**src/rtl/imm_gen_pipe_if.sv**
```systemverilog
// Instruction-in / decoded-entry-out handshake bundle for imm_gen_pipe.
// The master side feeds instructions and consumes entries. The slave side is the decoder.
interface imm_gen_pipe_if #(
    parameter int XLEN = 32
);
    logic            in_valid;
    logic            in_ready;
    logic [31:0]     in_instr;
    logic            out_valid;
    logic            out_ready;
    logic [XLEN-1:0] out_imm;
    logic [2:0]      out_fmt;
    logic            out_illegal;
    logic [31:0]     out_instr;

    modport master (
        output in_valid, in_instr, out_ready,
        input  in_ready, out_valid, out_imm, out_fmt, out_illegal, out_instr
    );

    modport slave (
        input  in_valid, in_instr, out_ready,
        output in_ready, out_valid, out_imm, out_fmt, out_illegal, out_instr
    );
endinterface

```
**src/rtl/imm_gen_pipe.sv**
```systemverilog
// RISC-V immediate generator that feeds a 2-entry skid buffer (EMPTY/ONE/TWO).
// Define IMM_GEN_PIPE_CSR_EN to decode SYSTEM (CSR) opcodes. Without it, those opcodes decode as illegal.
module imm_gen_pipe #(
    parameter int XLEN = 32
) (
    input  logic          clk,
    input  logic          rst_n,
    input  logic          flush,
    imm_gen_pipe_if.slave bus
);
    if (XLEN != 32 && XLEN != 64) begin : g_bad_xlen
        $error("imm_gen_pipe: XLEN must be 32 or 64");
    end

    typedef enum logic [1:0] {
        S_EMPTY = 2'd0,
        S_ONE   = 2'd1,
        S_TWO   = 2'd2
    } state_e;

    typedef enum logic [2:0] {
        FMT_R    = 3'd0,
        FMT_I    = 3'd1,
        FMT_S    = 3'd2,
        FMT_B    = 3'd3,
        FMT_U    = 3'd4,
        FMT_J    = 3'd5,
        FMT_Z    = 3'd6,
        FMT_NONE = 3'd7
    } fmt_e;

    typedef struct packed {
        logic [XLEN-1:0] imm;
        logic [2:0]      fmt;
        logic            illegal;
        logic [31:0]     instr;
    } entry_t;

    state_e             r_state;
    state_e             w_state_nxt;
    entry_t             r_head;
    entry_t             r_skid;
    entry_t             w_dec;
    fmt_e               w_fmt;
    logic signed [31:0] w_imm32;
    logic               w_in_ready;
    logic               w_out_valid;
    logic               w_accept;
    logic               w_pop;

    // ---------------- decode ----------------
    // NOTE: every combinational output gets a default first so no path can infer a latch.
    always_comb begin
        w_fmt = FMT_NONE;
        case (bus.in_instr[6:0])
            7'b0010011, 7'b0000011, 7'b1100111: w_fmt = FMT_I;
            7'b0100011:                         w_fmt = FMT_S;
            7'b1100011:                         w_fmt = FMT_B;
            7'b0110111, 7'b0010111:             w_fmt = FMT_U;
            7'b1101111:                         w_fmt = FMT_J;
            7'b0110011:                         w_fmt = FMT_R;
            7'b0011011: if (XLEN == 64)         w_fmt = FMT_I;
            7'b0111011: if (XLEN == 64)         w_fmt = FMT_R;
`ifdef IMM_GEN_PIPE_CSR_EN
            7'b1110011: w_fmt = (bus.in_instr[14:12] != 3'b000) ? FMT_Z : FMT_I;
`else
            7'b1110011: w_fmt = FMT_NONE;
`endif
            default:                            w_fmt = FMT_NONE;
        endcase
    end

    always_comb begin
        w_imm32 = '0;
        case (w_fmt)
            FMT_I: w_imm32 = {{20{bus.in_instr[31]}}, bus.in_instr[31:20]};
            FMT_S: w_imm32 = {{20{bus.in_instr[31]}}, bus.in_instr[31:25], bus.in_instr[11:7]};
            FMT_B: w_imm32 = {{19{bus.in_instr[31]}}, bus.in_instr[31], bus.in_instr[7],
                              bus.in_instr[30:25], bus.in_instr[11:8], 1'b0};
            FMT_U: w_imm32 = {bus.in_instr[31:12], 12'b0};
            FMT_J: w_imm32 = {{11{bus.in_instr[31]}}, bus.in_instr[31], bus.in_instr[19:12],
                              bus.in_instr[20], bus.in_instr[30:21], 1'b0};
            FMT_Z: w_imm32 = {27'b0, bus.in_instr[19:15]};
            default: w_imm32 = '0;
        endcase
    end

    // The 32-bit immediate is signed, so the size cast sign-extends it to XLEN (U-type included).
    always_comb begin
        w_dec.imm     = XLEN'(w_imm32);
        w_dec.fmt     = w_fmt;
        w_dec.illegal = (w_fmt == FMT_NONE);
        w_dec.instr   = bus.in_instr;
    end

    // ---------------- FSM: state register ----------------
    // NOTE: sequential state uses non-blocking assignments so all flops update together on the edge.
    always_ff @(posedge clk or negedge rst_n) begin
        if (!rst_n) r_state <= S_EMPTY;
        else        r_state <= w_state_nxt;
    end

    // ---------------- FSM: next state ----------------
    always_comb begin
        w_state_nxt = r_state;
        if (flush) begin
            w_state_nxt = S_EMPTY;
        end else begin
            case (r_state)
                S_EMPTY: if (w_accept) w_state_nxt = S_ONE;
                S_ONE: begin
                    if (w_accept && !w_pop)      w_state_nxt = S_TWO;
                    else if (!w_accept && w_pop) w_state_nxt = S_EMPTY;
                end
                S_TWO:   if (w_pop) w_state_nxt = S_ONE;
                default: w_state_nxt = S_EMPTY;
            endcase
        end
    end

    // ---------------- FSM: outputs ----------------
    always_comb begin
        w_in_ready  = (r_state != S_TWO);
        w_out_valid = (r_state != S_EMPTY);
    end

    assign w_accept = bus.in_valid && w_in_ready;
    assign w_pop    = w_out_valid && bus.out_ready;

    // ---------------- entry storage ----------------
    // NOTE: both buffer slots are reset because the outputs must read zero during reset.
    // The head only changes when it is empty or is being popped, so a stalled entry holds steady.
    always_ff @(posedge clk or negedge rst_n) begin
        if (!rst_n) begin
            r_head <= '0;
            r_skid <= '0;
        end else if (!flush) begin
            case (r_state)
                S_EMPTY: if (w_accept) r_head <= w_dec;
                S_ONE: begin
                    if (w_accept && w_pop) r_head <= w_dec;
                    else if (w_accept)     r_skid <= w_dec;
                end
                S_TWO:   if (w_pop) r_head <= r_skid;
                default: ;
            endcase
        end
    end

    assign bus.in_ready    = w_in_ready;
    assign bus.out_valid   = w_out_valid;
    assign bus.out_imm     = r_head.imm;
    assign bus.out_fmt     = r_head.fmt;
    assign bus.out_illegal = r_head.illegal;
    assign bus.out_instr   = r_head.instr;
endmodule
```
**src/flat_wrapper.sv**
```systemverilog
// flat-port wrapper written by rule: the top's interface ports become plain ports
module imm_gen_pipe_flat 
#(
    parameter int XLEN = 32
)
  (clk, rst_n, flush, bus_in_valid, bus_in_instr, bus_out_ready, bus_in_ready, bus_out_valid, bus_out_imm, bus_out_fmt, bus_out_illegal, bus_out_instr);
  imm_gen_pipe_if #(.XLEN(XLEN)) bus_i ();
  input  logic clk;
  input  logic rst_n;
  input  logic flush;
  input wire logic [$bits(bus_i.in_valid)-1:0] bus_in_valid;
  input wire logic [$bits(bus_i.in_instr)-1:0] bus_in_instr;
  input wire logic [$bits(bus_i.out_ready)-1:0] bus_out_ready;
  output wire logic [$bits(bus_i.in_ready)-1:0] bus_in_ready;
  output wire logic [$bits(bus_i.out_valid)-1:0] bus_out_valid;
  output wire logic [$bits(bus_i.out_imm)-1:0] bus_out_imm;
  output wire logic [$bits(bus_i.out_fmt)-1:0] bus_out_fmt;
  output wire logic [$bits(bus_i.out_illegal)-1:0] bus_out_illegal;
  output wire logic [$bits(bus_i.out_instr)-1:0] bus_out_instr;
  assign bus_i.in_valid = bus_in_valid;
  assign bus_i.in_instr = bus_in_instr;
  assign bus_i.out_ready = bus_out_ready;
  assign bus_in_ready = bus_i.in_ready;
  assign bus_out_valid = bus_i.out_valid;
  assign bus_out_imm = bus_i.out_imm;
  assign bus_out_fmt = bus_i.out_fmt;
  assign bus_out_illegal = bus_i.out_illegal;
  assign bus_out_instr = bus_i.out_instr;
  imm_gen_pipe #(.XLEN(XLEN)) u_core (.clk(clk), .rst_n(rst_n), .flush(flush), .bus(bus_i));
endmodule
```
**config.mk**
```make
export PLATFORM = sky130hd
export DESIGN_NAME = imm_gen_pipe_flat
export DESIGN_NICKNAME = d
export VERILOG_FILES = /design/src/rtl/imm_gen_pipe_if.sv /design/src/rtl/imm_gen_pipe.sv /design/src/flat_wrapper.sv
export SDC_FILE = /design/constraint.sdc
export NUM_CORES = 1
export LEC_CHECK = 0
export ABC_AREA = 1
export CORE_MARGIN = 3
export CORE_UTILIZATION = 49
export CTS_CLUSTER_SIZE = 12
export DETAILED_ROUTE_END_ITERATION = 10
export DONT_BUFFER_PORTS = 1
export PLACE_DENSITY = 0.69
export REMOVE_ABC_BUFFERS = 1
export SLEW_MARGIN = 20
export SYNTH_ARGS = -nofsm -noshare
export SYNTH_HDL_FRONTEND = slang
export SYNTH_SLANG_ARGS = --single-unit
export TNS_END_PERCENT = 20
```
**constraint.sdc**
```tcl
create_clock -name clk -period 5.93 [get_ports clk]
set_input_delay 1.186 -clock clk [delete_from_list [all_inputs] [get_ports clk]]
set_output_delay 1.186 -clock clk [all_outputs]
set_load 0.02 [all_outputs]
```
==> summary.txt <==
Status
  • Status: complete, no violations

Flow run
  • Max cap viols: 0

Routing
  • Post-route DRC: 0
  • Drt via density: 5.383
  • Routed via count: 5,814
  • Antenna viol nets, final: 0
  • DR WL/cell: 15.61 um
  • Post-Route WL: 16,860 um
  • DR iter-0 viols: 562
  • First drt pass iteration count: 5

STA
  • Setup slack after layout: 2.463 ns
  • Slew margin rel.: 30.05%
  • Slew @ Worst Pin: 1.049 ns
  • Clock skew: 0.007167 ns
  • Final hold vios: 0
  • RSZ-0062 raised after global routing: no
  • Final TNS setup: 0 ns
  • Minimum clock period: 3.467 ns
  • Final setup viols: 0
  • Maximum clock rate: 0.2884 GHz
  • Slew Limit Fails: 0
  • Final period util: 58.47%

Setup path
  • Critical path's largest stage delay: 0.70 ns
  • Type of origin of the critical path: register
  • Setup crit end: u_core.r_skid[47]$_DFFE_PN0P_
  • Max FO, Critical Path: 57
  • Top cell family by delay on the critical path: buffers and inverters
  • Worst reg2reg endpoint: u_core.r_skid[47]$_DFFE_PN0P_
  • CP max stage cell: inv_2
  • Register-to-Register Path Depth: 12
  • Flop2flop setup slack: 2.46 ns
  • Critical path depth in cells: 12
  • Critical path buffer and inverter count: 6
  • Top cell by count, worst path: inv_2
  • Crit path cell chain: inv_2 > nand2_4 > inv_2 > nor2_1 > ha_1 > inv_1 > nand3_2 > buf_4 > inv_2 > buf_4 > nor2_1 > a31oi_1
  • CP arrival: 3.82 ns
  • Crit path required time: 6.28 ns
  • Critical path class: reg -> reg
  • Crit path capture type: register
  • Crit path launch: u_core.r_state[0]$_DFFE_PN0P_
  • Reg2reg start: u_core.r_state[0]$_DFFE_PN0P_

Synthesis
  • Post-Syn Area: 0.006894 sq mm
  • Register area share after synthesis: 50.09%
  • Cell count after synthesis: 924
  • Avg Cell Area, Syn: 7.461 sq um
  • Synth top area cells: dfrtp_1, nand2_1, nor2_1
  • Async SR Flop Fraction: 100.0%
  • Area share of the largest cell type after synthesis: 50.09%
  • FF+latch count, synth: 138
  • Post-synth top flop: dfrtp_1
  • Yosys cell types: 27
  • Synthesis Warnings: 0
  • EDFF count, synth: 0
  • Synth area leader: dfrtp_1

Global route
  • First-pass GRT wire length: 28,500 um
  • Tot GR Track Use: 22.34%
  • Grt total ovfl: 0
  • Antenna violations before repair: 0
  • Vias in the first global route: 5,697
  • Largest net degree at the start of global routing: 139

Placed design
  • Port Buf Inserts: 0
  • DP Wirelength: 10,010 um
  • GPL Wtd Cong: 0.7501
  • Dpl ws: 2.437 ns

Layout
  • # diodes: 0
  • Reg area: 0.003453 sq mm
  • Most common cell after layout, fill and taps aside: nand2_1
  • Final Net Count: 930
  • Area occupied by multi-input gates: 0.002939 sq mm
  • Fillers: 1,279
  • Layout cells sized above 1: 6.637%
  • Area Growth Syn to Fin: 7.641%
  • Commonest cells after routing, fill and taps aside: nand2_1, dfrtp_1, nor2_1

Worst hold path
  • Hold Path Class: in -> async

CTS
  • Setup repair bufs after CTS: 0
  • Clock Tree Buf Depth: 2
  • Hold_buf cts: 0
  • CTS tree: yes
  • Cts repair resizes: 0
  • H-tree depth: 4
  • CTS buffer count: 17
  • Num Clock Sinks: 138
  • Clock-pin slew on the worst setup and hold paths: 0.06 ns
  • CTS Root Cell: clkbuf_16
  • Worst-Skew Late Latency: 0.43 ns

Floorplanning
  • Std cell rows: 42
  • Top-Level Pins: 107
  • Die width: 124.6 um
  • Die area: 0.01553 sq mm
  • Core area: 0.01351 sq mm
  • Initial core utilization: 51.05%
  • Die height: 124.6 um

Power and ir drop
  • Pwr dens: 363.5 mW/mm^2
  • Leak pwr: 4.047 nW
  • VDD IR max: 210.1 uV
==> synthesized netlist by cell type (2+ instances only) <==
master	instances
nand2_1	355
dfrtp_1	138
nor2_1	112
nand3_1	79
inv_1	49
a31oi_1	40
a21oi_1	24
o21ai_0	24
clkbuf_1	21
buf_2	20
o21ai_1	13
buf_6	9
inv_2	7
nand4_1	7
nand2_2	6
buf_1	5
nor2_2	3
ha_1	2
nand3_2	2
==> final cells by class <==
type                    count  share of cell area (%)
clock inverters            11                   1.298
clock buffers              21                   6.340
repair buffers              4                  0.4047
flip-flops and latches    138                   46.54
multi-input cells         674                   39.61
inverters                  56                   2.849
well taps                 176                   2.967
==> cells by family (layout without fill, tap and decap cells) <==
| group | Yosys count | after routing | share of synthesized area, % |
|---|---|---|---|
| AO/OA/AOI/OAI | 104 | 104 | 8.385 |
| adder cells (fa/ha/maj) | 2 | 2 | 0.3629 |
| AND/OR/NAND/NOR | 568 | 568 | 33.67 |
| flip-flops | 138 | 138 | 50.09 |
| buffers and inverters | 112 | 92 | 7.496 |
==> registers in the layout, indices dropped and copies added (netlist names) <==
name and cells:
u_core.r_skid 68, u_core.bus.out_imm 32, u_core.bus.out_illegal 1, u_core.bus.out_fmt 3, u_core.bus.out_instr 32, u_core.r_state 2
==> through the flow <==
| stage | hold slack [ns] | power, mW | utilization (%) | std cells | area, sq um |
|---|---|---|---|---|---|
| final | 0.4523 | 2.698 | 54.95 | 1080 | 7421 |
| after global placement | 0.4612 | 1.683 | 50.74 | 1048 | 6853 |
| after global routing | 0.4323 | 2.836 | 54.95 | 1080 | 7421 |
| after detailed placement | 0.4657 | 1.698 | 50.74 | 1048 | 6853 |
| after CTS | 0.4364 | 2.719 | 54.94 | 1080 | 7420 |
| after floorplan | 0.4492 | 1.601 | - | 868 | 6588 |
==> report_power, final <==
part	switching (mW)	total (mW)	internal [mW]	leakage [nW]
combinational	0.196	0.318	0.122	2.04
sequential	0.223	1.36	1.14	1.73
clock	0.411	1.02	0.607	0.279
total	0.830	2.70	1.87	4.05
==> worst reg2reg max path, stage by stage (launching register included) <==
cell and delay, ns:
dfrtp_1 0.43, inv_2 0.11, nand2_4 0.05, inv_2 0.70, nor2_1 0.15, ha_1 0.25, inv_1 0.07, nand3_2 0.06
buf_4 0.32, inv_2 0.46, buf_4 0.55, nor2_1 0.10, a31oi_1 0.14
==> how the worst min path moves through the flow <==
stage	start	end	slack [ns]
2_1_floorplan	u_core.r_skid[0]$_DFFE_PN0P_	u_core.r_skid[0]$_DFFE_PN0P_	0.45
3_3_place_gp	u_core.r_skid[27]$_DFFE_PN0P_	u_core.r_skid[27]$_DFFE_PN0P_	0.46
3_5_place_dp	u_core.r_skid[27]$_DFFE_PN0P_	u_core.r_skid[27]$_DFFE_PN0P_	0.47
4_1_cts	rst_n	u_core.r_skid[33]$_DFFE_PN0P_	0.44
5_1_grt	rst_n	u_core.r_skid[33]$_DFFE_PN0P_	0.43
6_report	rst_n	u_core.r_state[0]$_DFFE_PN0P_	0.45
==> per-layer routing <==
metal | vias to the layer above | wire length [um] | GRT usage (%) | share of wire, %
met5 | - | 0 | 0 | 0
met4 | 0 | 195 | 7.608 | 1.2
met3 | 17 | 1064 | 6.218 | 6.3
met2 | 159 | 7868 | 35.40 | 47
met1 | 2763 | 7736 | 29.67 | 46
li1 | 2875 | - | - | -
No activity file was read; power rests on OpenSTA's default activity.
